--- config.mk ---
export PLATFORM = sky130hd
export DESIGN_NAME = riscv_com_stage
export DESIGN_NICKNAME = d
export VERILOG_FILES = /design/src/rtl/riscv_com_stage.sv
export SDC_FILE = /design/constraint.sdc
export NUM_CORES = 1
export LEC_CHECK = 0
export ABC_CLOCK_PERIOD_IN_PS = 6370
export CORE_AREA = 5 5 207 209
export DETAILED_ROUTE_END_ITERATION = 10
export DIE_AREA = 0 0 212 214
export SKIP_LAST_GASP = 1
export SYNTH_ARGS = -nofsm -noshare
export SYNTH_HDL_FRONTEND = slang
export SYNTH_SLANG_ARGS = --single-unit
--- constraint.sdc ---
create_clock -name clk_i -period 6.37 [get_ports clk_i]
set_clock_uncertainty 0.05 [all_clocks]
set_input_delay 0.9555 -clock clk_i [delete_from_list [all_inputs] [get_ports clk_i]]
set_output_delay 0.9555 -clock clk_i [all_outputs]
set_load 0.02 [all_outputs]
--- src/rtl/riscv_com_stage.sv ---
// riscv_com_stage: commit stage (stage 10 of 10) of the RV64I pipeline.
// Registers the architectural register-file write, keeps the 64-bit instret
// counter (CSR write has priority over a retire) and, when RISCV_COM_TRACE_EN
// is defined, queues one commit trace record per retired instruction in a
// small FIFO drained through a valid/ready trace port.
//
// Trace handshake: a record moves from the FIFO head to the consumer on every
// rising clock edge where trace_valid_o and trace_ready_i are both high;
// trace_valid_o never depends on trace_ready_i and the head stays stable
// while it is valid and not accepted.
//
// Commit never stalls: a retire that finds the FIFO full (and no pop in the
// same cycle) drops its record and sets the sticky trace_overflow_o flag.
module riscv_com_stage #(
    parameter int TRACE_DEPTH = 8
) (
    input  logic        clk_i,
    input  logic        rst_i,
    input  logic [63:0] wb_pc_i,
    input  logic [31:0] wb_inst_i,
    input  logic [63:0] wb_data_i,
    input  logic [4:0]  wb_rd_addr_i,
    input  logic        wb_wr_en_i,
    input  logic        wb_valid_i,
    input  logic        csr_instret_we_i,
    input  logic [63:0] csr_instret_wdata_i,
    output logic        rf_wr_en_o,
    output logic [4:0]  rf_wr_addr_o,
    output logic [63:0] rf_wr_data_o,
    output logic [63:0] instret_o,
    output logic        trace_valid_o,
    input  logic        trace_ready_i,
    output logic [63:0] trace_pc_o,
    output logic [31:0] trace_inst_o,
    output logic [4:0]  trace_rd_addr_o,
    output logic [63:0] trace_data_o,
    output logic        trace_overflow_o
);

    logic        rf_wr_en_d,   rf_wr_en_q;
    logic [4:0]  rf_wr_addr_q;
    logic [63:0] rf_wr_data_q;
    logic [63:0] instret_d,    instret_q;

    // x0 writes are suppressed; only a valid instruction can write.
    always_comb begin
        rf_wr_en_d = wb_valid_i & wb_wr_en_i & (wb_rd_addr_i != 5'd0);
        instret_d  = instret_q;
        if (csr_instret_we_i) begin
            instret_d = csr_instret_wdata_i;
        end else if (wb_valid_i) begin
            instret_d = instret_q + 64'd1;
        end
    end

    // Register-file write port and retired-instruction counter.
    always_ff @(posedge clk_i or posedge rst_i) begin
        if (rst_i) begin
            rf_wr_en_q   <= 1'b0;
            rf_wr_addr_q <= 5'd0;
            rf_wr_data_q <= 64'd0;
            instret_q    <= 64'd0;
        end else begin
            rf_wr_en_q   <= rf_wr_en_d;
            rf_wr_addr_q <= wb_rd_addr_i;
            rf_wr_data_q <= wb_data_i;
            instret_q    <= instret_d;
        end
    end

    assign rf_wr_en_o   = rf_wr_en_q;
    assign rf_wr_addr_o = rf_wr_addr_q;
    assign rf_wr_data_o = rf_wr_data_q;
    assign instret_o    = instret_q;

`ifdef RISCV_COM_TRACE_EN
    localparam int PW = $clog2(TRACE_DEPTH);
    localparam logic [PW:0] PTR_ONE = 1;

    logic [63:0] pc_mem   [TRACE_DEPTH];
    logic [31:0] inst_mem [TRACE_DEPTH];
    logic [4:0]  rd_mem   [TRACE_DEPTH];
    logic [63:0] data_mem [TRACE_DEPTH];

    logic [PW:0] wr_ptr_d, wr_ptr_q;
    logic [PW:0] rd_ptr_d, rd_ptr_q;
    logic        overflow_d, overflow_q;
    logic        empty, full, push, pop;
    logic [4:0]  rec_rd;
    logic [63:0] rec_data;

    // Pointer bookkeeping: full when indices match but wrap bits differ.
    always_comb begin
        empty      = (wr_ptr_q == rd_ptr_q);
        full       = (wr_ptr_q[PW] != rd_ptr_q[PW]) &&
                     (wr_ptr_q[PW-1:0] == rd_ptr_q[PW-1:0]);
        pop        = !empty && trace_ready_i;
        push       = wb_valid_i && (!full || pop);
        rec_rd     = rf_wr_en_d ? wb_rd_addr_i : 5'd0;
        rec_data   = rf_wr_en_d ? wb_data_i : 64'd0;
        wr_ptr_d   = wr_ptr_q;
        rd_ptr_d   = rd_ptr_q;
        overflow_d = overflow_q;
        if (push) begin
            wr_ptr_d = wr_ptr_q + PTR_ONE;
        end
        if (pop) begin
            rd_ptr_d = rd_ptr_q + PTR_ONE;
        end
        if (wb_valid_i && full && !pop) begin
            overflow_d = 1'b1;
        end
    end

    // FIFO pointers and sticky overflow flag.
    always_ff @(posedge clk_i or posedge rst_i) begin
        if (rst_i) begin
            wr_ptr_q   <= '0;
            rd_ptr_q   <= '0;
            overflow_q <= 1'b0;
        end else begin
            wr_ptr_q   <= wr_ptr_d;
            rd_ptr_q   <= rd_ptr_d;
            overflow_q <= overflow_d;
        end
    end

    // Record storage is pure data path; emptiness is tracked by the pointers.
    always_ff @(posedge clk_i) begin
        if (push) begin
            pc_mem[wr_ptr_q[PW-1:0]]   <= wb_pc_i;
            inst_mem[wr_ptr_q[PW-1:0]] <= wb_inst_i;
            rd_mem[wr_ptr_q[PW-1:0]]   <= rec_rd;
            data_mem[wr_ptr_q[PW-1:0]] <= rec_data;
        end
    end

    assign trace_valid_o    = !empty;
    assign trace_overflow_o = overflow_q;
    assign trace_pc_o       = empty ? 64'd0 : pc_mem[rd_ptr_q[PW-1:0]];
    assign trace_inst_o     = empty ? 32'd0 : inst_mem[rd_ptr_q[PW-1:0]];
    assign trace_rd_addr_o  = empty ? 5'd0  : rd_mem[rd_ptr_q[PW-1:0]];
    assign trace_data_o     = empty ? 64'd0 : data_mem[rd_ptr_q[PW-1:0]];
`else
    // Trace port tied off; inputs that only feed the trace are sunk here.
    localparam int UNUSED_DEPTH = TRACE_DEPTH;
    logic unused_trace;
    assign unused_trace     = ^{trace_ready_i, wb_pc_i, wb_inst_i};
    assign trace_valid_o    = 1'b0;
    assign trace_overflow_o = 1'b0;
    assign trace_pc_o       = 64'd0;
    assign trace_inst_o     = 32'd0;
    assign trace_rd_addr_o  = 5'd0;
    assign trace_data_o     = 64'd0;
`endif

endmodule

Yosys cells after proc, flatten, opt, wreduce, memory -nomap -nowiden:

Index checks and enable logic that the tools add are counted.

* flip-flop bits (word level): 134
* output and inout bits: 301
* input bits: 235
* memories: 0
* memory bits (read-only): 0
* bits in writable memories: 0
* bits in latches: 0
* logic and storage cells: 11

* reductions and logical operators: 2
* eq/ne operators: 0
* multiply operators: 0
* muxes and demuxes: 2
* bitwise gates (word level): 2
* $lt $le $gt $ge: 0
* add/subtract/negate cells: 1
* divide/modulo/power cells: 0
* shift operators: 0

Operator list (count)
* $mux 64: 2
* $add 64x1->64 const B: 1
* $reduce_bool 5->1: 1
* $and 1x1->1: 2
* $reduce_bool 2->1: 1

Longest topological paths before layout:

Gate-level depths: netlist of the first run.

* depth in word-level cells: 3
* mapped depth: 6

Least setup slack after synthesis of the first run:

OpenSTA, ideal clock, no wires.

* path kind: input to register
* from: input port wb_valid_i
* to: register instret_q[52], in the netlist instret_o[52]
* data arrival time: 2349 ps
* cell stages on the path: 6
* required time: 6251 ps
* setup time: 69 ps
* buffers on the path: 1
* path slack: 3902 ps
* cell sequence: buf_2 > nand3_1 > nor2_1 > nand4_2 > or4_1 > nand3_1

* cells in the longest elaborated chain, start to end: 1

Ends and longest elaborated chain
* start, declared: line 24 `input logic wb_valid_i,`
* $reduce_bool 2->1 (no line)
* end signal, assigned: line 67 `instret_q <= instret_d;`
* end, declared: line 43 `logic [63:0] instret_d, instret_q;`

No other way between the ends.
A chain may end at the register's enable or synchronous reset.

Worst setup path after layout of the first run:

* from: input port wb_valid_i
* to: register instret_q[61], in the netlist instret_o[61]

The elaborated chain is that of the path after synthesis.

==> results of run 1 <==
## worst max-delay path: cells and delay by family
kind | cells | cell delay (ns)
AO/OA/AOI/OAI | 1 | 0.16
buffers and inverters | 2 | 0.69
AND/OR/NAND/NOR | 4 | 2.26
## flip-flops by register name (all words and copies together) (netlist names)
register	count
rf_wr_data_o	64
instret_o	64
rf_wr_en_o	1
rf_wr_addr_o	5
## power breakdown
group | leakage (nW) | switching, mW | internal [mW]
clock network | 0.286 | 0.411 | 0.618
registers | 1.57 | 0.0747 | 0.913
logic | 2.33 | 0.298 | 0.222
total | 4.19 | 0.784 | 1.75
## placed cells by master (no fill, tap or decap), drive strengths merged, types with 3 or more instances in the layout
cell type,n
nor3,10
and2,4
nor4,13
or3,14
mux2,4
nand2,61
xnor2,14
mux2i,4
nor2b,7
xor2,26
and4,5
o21ai,50
clkbuf,17
clkinvlp,3
a22oi,4
clkdlybuf4s50,270
buf,8
and3,11
nand4,32
or4,7
a31oi,15
dfrtp,134
nand3,40
clkinv,5
o31ai,4
conb,167
inv,8
nor2,30
bufinv,3
## layout make-up
type	instances	share of cell area (%)
clock buffers	17	4.15
clock inverters	14	1.71
inverters	5	0.232
multi-input cells	531	27.7
flip-flops and latches	134	32.7
well taps	532	6.50
repair buffers	278	27.0
## worst paths after layout
kind	to	depth (start not counted)	slack, ns
worst max-delay path	instret_o[61]	7	2.60
worst min-delay path	instret_o[63]	2	0.53
worst max register to register	instret_o[61]	5	3.15
worst min register to register	instret_o[63]	2	0.53
max in group asynchronous	rf_wr_data_o[4]	3	3.96
min in group asynchronous	rf_wr_data_o[62]	2	1.01
## per-layer routing
| metal | up-vias | share of wire, % |
|---|---|---|
| li1 | 2610 | - |
| met3 | 22 | 8.4 |
| met5 | - | 0.19 |
| met2 | 264 | 50 |
| met1 | 2734 | 41 |
| met4 | 8 | 0.94 |
## kinds of logic after synthesis
logic type	Yosys count	synth area share, %
compound gates	77	6.37
other cells	1	0.0542
xor+xnor	40	5.06
mux	8	1.23
fa+ha+maj	1	0.181
buf+inv	192	19.5
simple gates	238	19.1
flops	134	48.5
## metrics by stage
| stage | total power, mW | hold slack (ns) | instance area [um^2] | util (%) | worst slack [ns] |
|---|---|---|---|---|---|
| 5_1_grt | 2.66 | 0.551 | 10200 | 25.2 | 2.47 |
| 6_report | 2.54 | 0.528 | 10200 | 25.2 | 2.60 |
| 3_5_place_dp | 1.53 | 0.521 | 9640 | 23.7 | 2.13 |
| 2_1_floorplan | 1.32 | 0.598 | 7540 | - | 1.78 |
| 4_1_cts | 2.58 | 0.530 | 10200 | 25.2 | 2.57 |
| 3_3_place_gp | 1.52 | 0.515 | 9640 | 23.7 | 2.16 |
==> run_results.csv, run 1 <==
group,metric,value,unit
drt,wl_per_cell,16.9,um
synthesis,synth.avg_cell_area,10.0,um^2
grt,grt_pass1_vias,5584,
grt,grt_overflow,0,
worst_setup_path,startpoint,"wb_valid_i",
grt,grt_use_met3,3.13,%
power_and_ir_drop,leakage,4.19,nW
drt,drt-initial-drc-count,263,
grt,grtUsageTotal,10.8,%
finish,multiInputGateArea,2840,um^2
finish,antenna_cells,0,
floorplanning,core_area,40600,um^2
min_path,hold_path.startpoint,"instret_o[63]",
sta,slew_violations,0,
drt,postRouteWirelength,25600,um
cts,clockBufferDepth,2,
grt,grt_use_met1,13.5,%
finish,seq_area,3350,um^2
job,maxCapViolCount,0,
grt,met2_usage,18.4,%
finish,stdcell_count,1511,
sta,worst_slew_margin_rel,19.3,%
worst_setup_path,required,6.68,ns
synthesis,synth_cells,691,
synthesis,yosysMostFrequentCell,"buf_4",
grt,busiest_layer,"met2",
placement,dp.cells,1480,
worst_setup_path,path_class,"input pin to register",
worst_setup_path,end_kind,"register",
floorplanning,fp-row-count,74,
worst_setup_path,crit_path_max_incr_delay,0.97,ns
synthesis,yosysTopAreaCell,"dfrtp_1",
finish,drive_above_1_share,5.72,%
cts,cts_tree,"built",
sta,report.final.hold_viol_count,0,
cts,htreeDepth,4,
sta,fin_tns_setup,0,ns
drt,firstDrtPassIters,4,
grt,antenna_found_initial,4,
cts,cts_setup_buffers,0,
worst_setup_path,r2r_start,"instret_o[12]",
worst_setup_path,slowest_stage,"nor4_4",
worst_setup_path,critPathMaxFanout,14,
sta,rsz0062_at_grt,"false",
worst_setup_path,crit_chain,"clkdlybuf4s50_1 -> buf_4 -> nand4_1 -> nor4_4 -> nand4_2 -> or4_1 -> a31oi_1",
floorplanning,die_w,212,um
cts,cts_made_buffers,17,
synthesis,synth.cell_area,6920,um^2
finish,syn_to_final_growth,48.0,%
cts,clockRootBuffer,"clkbuf_16",
drt,drc,0,
synthesis,ys_seq_elements,134,
synthesis,synth_top_cell_area_share,48.5,%
synthesis,synthTopCellsByCount,"buf_4 (167), dfrtp_1 (134), nand2_1 (61), o21ai_0 (50), nand3_1 (40)",
grt,grt_pass1_wl,36800,um
synthesis,synth.area.top_cells,"dfrtp_1 (48%), buf_4 (18%), o21ai_0 (3.6%)",
floorplanning,io_pins,536,
power_and_ir_drop,p_per_area,248,nW/um^2
worst_setup_path,worstPathArrival,4.08,ns
finish,fillerInstances,4386,
worst_setup_path,startpoint_type,"input pin",
cts,cts.sinks,134,
synthesis,ys_warn_count,0,
run_status,status,"finished clean",
cts,cts_resized,0,
power_and_ir_drop,ir_drop,0.000146,V
floorplanning,die_area,45400,um^2
drt,vias_per_cell,3.73,
sta,setup_violations,0,
grt,grt_max_degree,81,
sta,fin_crit,3.77,ns
floorplanning,start_util,17.0,%
synthesis,synth_flop_cell,"dfrtp_1",
cts,cts_hold_buf,0,
floorplanning,die_h,214,um
sta,worst_pin_slew,1.20,ns
sta,post-route-period-util,59.2,%
placement,gp_congestion,0.780,
drt,routed-via-count,5638,
cts,clock_latency,0.43,ns
sta,fmax,0.265,GHz
finish,nNetsFinal,1203,
cts,clk_pin_slew_worst_paths,0.07,ns
synthesis,yosys.cell_types.count,40,
min_path,hold_path_class,"register to register",
placement,io_buffer_count,271,
synthesis,synthArstFlopShare,100,%
placement,dp_hpwl,20300,um
drt,drtAntennaViolNets,0,
synthesis,synth_edf_count,0,
synthesis,synth_seq_area_share,48.5,%
Power figures use the tool's default switching activity.
==> run 2: changes to the inputs <==
--- a/config.mk
+++ b/config.mk
@@ -5,10 +5,10 @@
 export SDC_FILE = /design/constraint.sdc
 export NUM_CORES = 1
 export LEC_CHECK = 0
-export ABC_CLOCK_PERIOD_IN_PS = 6370
-export CORE_AREA = 5 5 207 209
+export ABC_CLOCK_PERIOD_IN_PS = 3500
+export CORE_AREA = 5 5 204 206
 export DETAILED_ROUTE_END_ITERATION = 10
-export DIE_AREA = 0 0 212 214
+export DIE_AREA = 0 0 209 211
 export SKIP_LAST_GASP = 1
 export SYNTH_ARGS = -nofsm -noshare
 export SYNTH_HDL_FRONTEND = slang
==> constraint.sdc (replaced) <==
create_clock -name clk_i -period 3.5 [get_ports clk_i]
set_clock_uncertainty 0.05 [all_clocks]
set_input_delay 0.525 -clock clk_i [delete_from_list [all_inputs] [get_ports clk_i]]
set_output_delay 0.525 -clock clk_i [all_outputs]
set_load 0.02 [all_outputs]
==> run 2 against run 1 <==
Register-to-register slack got worse by 2.4 ns. Routed wire length shrank 2.5%. Combinational power is 83% higher. Core utilization increased by 0.88 points. Clock-buffer cell count rose by 1. Clock power is 80% higher. Flip-flop and latch count unchanged. Final cell count stayed put. Critical path depth shrank 2. Critical path type is now register to register. Worst setup slack worse by 1.8 ns.
==> run_results.csv, run 2 (synthesized netlist as in run 1, its figures left out) <==
group,metric,value,unit
run_status,status,"finished clean",
cts,cts_resized,0,
cts,clockRootBuffer,"clkbuf_16",
cts,cts_made_buffers,17,
drt,postRouteWirelength,25000,um
cts,cts_setup_buffers,0,
floorplanning,die_h,211,um
finish,syn_to_final_growth,48.7,%
finish,seq_area,3350,um^2
worst_setup_path,end_kind,"register",
sta,post-route-period-util,78.4,%
cts,cts_hold_buf,0,
drt,drt-initial-drc-count,252,
finish,nNetsFinal,1208,
floorplanning,die_w,209,um
drt,routed-via-count,5676,
min_path,hold_path_class,"input pin to register",
worst_setup_path,required,3.78,ns
sta,fin_crit,2.74,ns
sta,setup_violations,0,
finish,final_cell_mix,"clkdlybuf4s50_1 (270), conb_1 (167), dfrtp_1 (134)",
placement,dp_hpwl,19900,um
floorplanning,io_pins,536,
grt,grt_overflow,0,
floorplanning,die_area,44100,um^2
drt,drc,0,
worst_setup_path,r2r_start,"instret_o[13]",
worst_setup_path,path_class,"register to register",
floorplanning,fp-row-count,73,
min_path,whs_endpoint,"rf_wr_data_o[50]",
cts,clk_pin_slew_worst_paths,0.07,ns
floorplanning,start_util,17.5,%
placement,io_buffer_count,271,
sta,worst_slew_margin_rel,39.1,%
grt,antenna_found_initial,5,
power_and_ir_drop,leakage,4.22,nW
drt,vias_per_cell,3.76,
finish,drive_above_1_share,6.19,%
worst_setup_path,r2r-end,"instret_o[38]",
worst_setup_path,r2r_cells,5,
sta,report.final.hold_viol_count,0,
placement,post_dp_cell_area,9690,um^2
finish,final_common_cell,"clkdlybuf4s50_1",
cts,htreeDepth,4,
worst_setup_path,worstPathArrival,3.03,ns
min_path,hold_path.startpoint,"wb_data_i[50]",
cts,cts_tree,"built",
power_and_ir_drop,p_per_area,447,nW/um^2
sta,slew_violations,0,
cts,clockBufferDepth,2,
sta,fmax,0.365,GHz
grt,grt_pass1_vias,5696,
grt,grt_pass1_wl,35900,um
sta,rsz0062_at_grt,"false",
drt,firstDrtPassIters,4,
cts,cts.sinks,134,
drt,wl_per_cell,16.5,um
cts,clock_latency,0.42,ns
power_and_ir_drop,ir_drop,0.000358,V
worst_setup_path,critPathMaxFanout,9,
sta,worst_pin_slew,0.912,ns
job,maxCapViolCount,0,
drt,drtAntennaViolNets,0,
finish,multiInputGateArea,2840,um^2
sta,fin_tns_setup,0,ns
finish,stdcell_area,10300,um^2
placement,gp_congestion,0.810,
grt,grtUsageTotal,10.8,%
floorplanning,core_area,39500,um^2
worst_setup_path,startpoint_type,"register",
worst_setup_path,reg2reg_slack,0.76,ns
min_path,hold_depth,1,
grt,grt_max_degree,55,
finish,fillerInstances,4213,
[run 2: critical path, stage by stage (launching register included)]
cell     delay [ns]
dfrtp_1        0.46
nand4_2        0.31
nor4_4         0.79
nand4_1        0.37
or4_1          0.50
a31oi_1        0.18
[run 2: final cells by class]
type                            instances  share of cell area, %
Clock inverter                         14                   1.58
Multi-Input combinational cell        531                   27.6
Tap cell                              525                   6.39
Timing Repair Buffer                  283                   27.4
Inverter                                5                  0.219
Sequential cell                       134                   32.6
Antenna cell                            1                 0.0243
Clock buffer                           18                   4.17
[run 2: per-stage QoR]
step | hold WS [ns] | power [mW] | instances | util [%] | setup slack (ns)
5_1_grt | 0.455 | 4.81 | 1511 | 26.1 | 0.588
2_1_floorplan | 0.506 | 2.41 | 857 | - | 1.26
3_3_place_gp | 0.507 | 2.77 | 1478 | 24.6 | 0.483
4_1_cts | 0.461 | 4.68 | 1510 | 26.1 | 0.791
6_report | 0.489 | 4.59 | 1511 | 26.1 | 0.757
3_5_place_dp | 0.521 | 2.78 | 1478 | 24.6 | 0.472
[run 2: power breakdown]
group          switching, mW  leakage, nW  total [mW]  internal [mW]
registers              0.135         1.57        1.80           1.66
logic                  0.540         2.36       0.949          0.409
clock network          0.778        0.288        1.85           1.07
[run 2: worst max-delay path by stage]
stage                    end  slack [ns]           from  cells past startpoint
6_report       instret_o[38]        0.76  instret_o[13]                      5
5_1_grt        instret_o[38]        0.59  instret_o[14]                      5
4_1_cts        instret_o[52]        0.79  instret_o[13]                      5
3_5_place_dp   instret_o[47]        0.47     wb_valid_i                      7
3_3_place_gp   instret_o[47]        0.48     wb_valid_i                      7
2_1_floorplan   instret_o[0]        1.26          rst_i                      1
[run 2: layer usage]
| layer | up-vias | track usage (%) | share of wire, % |
|---|---|---|---|
| li1 | 2628 | - | - |
| met1 | 2775 | 13.5 | 41 |
| met2 | 250 | 18.7 | 51 |
| met3 | 19 | 2.79 | 6.5 |
| met4 | 4 | 2.79 | 1.4 |
| met5 | - | 0 | 0.084 |
==> run 3: changes to the inputs <==
--- a/config.mk
+++ b/config.mk
@@ -5,7 +5,7 @@
 export SDC_FILE = /design/constraint.sdc
 export NUM_CORES = 1
 export LEC_CHECK = 0
-export ABC_CLOCK_PERIOD_IN_PS = 3500
+export ABC_CLOCK_PERIOD_IN_PS = 2750
 export CORE_AREA = 5 5 204 206
 export DETAILED_ROUTE_END_ITERATION = 10
 export DIE_AREA = 0 0 209 211
==> constraint.sdc (replaced) <==
create_clock -name clk_i -period 2.75 [get_ports clk_i]
set_clock_uncertainty 0.05 [all_clocks]
set_input_delay 0.4125 -clock clk_i [delete_from_list [all_inputs] [get_ports clk_i]]
set_output_delay 0.4125 -clock clk_i [all_outputs]
set_load 0.02 [all_outputs]
==> run 3 against run 2 <==
Non-clock buffer count is 24 higher. Clock-buffer cell count is 1 higher. Worst setup slack worse by 0.39 ns. Sequential power is 26% higher. Clock power is 25% higher.
==> run_results.csv, run 3 (synthesized netlist as in run 1, its figures left out) <==
group,metric,value,unit
run_status,status,"finished clean",
cts,cts_resized,0,
power_and_ir_drop,p_int,3.98,mW
placement,post_dp_cell_area,9880,um^2
placement,io_buffer_count,271,
drt,firstDrtPassIters,4,
floorplanning,fp-row-count,73,
sta,rsz0062_at_grt,"false",
drt,vias_per_cell,3.70,
cts,clk_pin_slew_worst_paths,0.07,ns
grt,grt_pass1_vias,5701,
cts,clock_latency,0.41,ns
sta,slew_violations,0,
sta,report.final.hold_viol_count,0,
cts,clockRootBuffer,"clkbuf_16",
grt,grtUsageTotal,10.9,%
cts,clockBufferDepth,2,
floorplanning,die_area,44100,um^2
finish,final_common_cell,"clkdlybuf4s50_1",
worst_setup_path,r2r_cells,6,
floorplanning,die_h,211,um
finish,final_cell_mix,"clkdlybuf4s50_1 (270), conb_1 (167), dfrtp_1 (134)",
cts,cts.sinks,134,
sta,fmax,0.419,GHz
drt,postRouteWirelength,25100,um
grt,grt_overflow,0,
worst_setup_path,startpoint_type,"register",
finish,stdcell_area,10500,um^2
floorplanning,die_w,209,um
power_and_ir_drop,combPwrFrac,21.4,%
sta,hold_ws,0.287,ns
cts,cts_tree,"built",
cts,cts_hold_buf,0,
power_and_ir_drop,fin_total_pwr,5.83,mW
drt,wl_per_cell,16.3,um
worst_setup_path,critPathMaxFanout,10,
finish,drive_above_1_share,8.52,%
sta,post-route-period-util,86.8,%
power_and_ir_drop,clockPowerShare,39.6,%
drt,routed-via-count,5689,
drt,drc,0,
worst_setup_path,worstPathArrival,2.68,ns
worst_setup_path,required,3.04,ns
drt,drt-initial-drc-count,274,
cts,cts_setup_buffers,0,
grt,grt_pass1_wl,36400,um
sta,fin_tns_setup,0,ns
floorplanning,core_area,39500,um^2
power_and_ir_drop,pwr-share-seq,39.0,%
finish,fillerInstances,4225,
min_path,hold_depth,3,
finish,syn_to_final_growth,51.5,%
grt,grt_max_degree,85,
finish,multiInputGateArea,2840,um^2
power_and_ir_drop,switching_share,31.8,%
grt,antenna_found_initial,2,
min_path,hold_path_class,"input pin to register",
worst_setup_path,end_kind,"register",
floorplanning,io_pins,536,
finish,fin_util,26.6,%
worst_setup_path,path_class,"register to register",
sta,fin_crit,2.39,ns
finish,nNetsFinal,1232,
placement,gp_congestion,0.820,
placement,dp_hpwl,20200,um
sta,worst_pin_slew,0.637,ns
cts,cts_made_buffers,17,
cts,htreeDepth,4,
sta,worst_slew_margin_rel,57.5,%
drt,drtAntennaViolNets,0,
power_and_ir_drop,p_switching,1.85,mW
power_and_ir_drop,leakage,4.33,nW
power_and_ir_drop,ir_drop,0.000328,V
floorplanning,start_util,17.5,%
finish,seq_area,3350,um^2
sta,setup_violations,0,
power_and_ir_drop,p_per_area,556,nW/um^2
job,maxCapViolCount,0,
-- run 3: cell count changes in the layout (fill, tap and decap cells not counted), sizes merged --
cell	previous run	this run
clkinvlp	2	4
inv	10	11
diode	1	2
clkbuf	18	19
bufinv	2	1
clkinv	5	2
buf	13	37
-- run 3: layout make-up --
class	count	share of cell area (%)
clock buffer	19	4.32
antenna	2	0.0478
timing repair buffer	307	28.8
clock inverter	13	1.30
tap	525	6.27
sequential	134	32.0
multi-input combinational	531	27.1
inverter	5	0.215
-- run 3: per-layer routing --
layer	global-route usage, %	up-vias	wire length (um)	part of all wire, %
met2	18.5	250	12600	50
met3	2.93	13	1780	7.1
met5	0	-	0	0
met1	13.8	2754	10400	41
met4	2.93	0	321	1.3
li1	-	2672	-	-
-- run 3: worst max-delay path, cell delays in order, from the launching register on --
cell	delay [ns]
dfrtp_1	0.45
nand4_1	0.32
nor3_1	0.40
buf_4	0.25
nand2_1	0.17
or4_1	0.50
a31oi_1	0.17
-- run 3: path summary, 6_finish.rpt --
check / startpoint / end / slack (ns)
max reg2reg: instret_o[20] / instret_o[63] / 0.36
min reg2reg: instret_o[63] / instret_o[63] / 0.54
max in group asynchronous: rst_i / instret_o[34] / 1.80
min in group asynchronous: rst_i / rf_wr_data_o[6] / 0.40
min: csr_instret_we_i / instret_o[60] / 0.29
max: instret_o[20] / instret_o[63] / 0.36
-- run 3: metrics by stage --
stage / instances / setup WS, ns
floorplan: 857 / 0.598
global placement: 1502 / 0.00791
detailed placement: 1502 / 0.00740
CTS: 1534 / 0.350
global route: 1535 / 0.180
finish: 1536 / 0.364
-- run 3: power groups by stage --
stage / combinational, mW / clock (mW) / sequential, mW
after floorplan: 0.616 / 0 / 2.45
after global placement: 1.25 / 0 / 2.30
after detailed placement: 1.26 / 0 / 2.31
after CTS: 1.26 / 2.40 / 2.27
after global routing: 1.34 / 2.48 / 2.30
final: 1.25 / 2.31 / 2.27
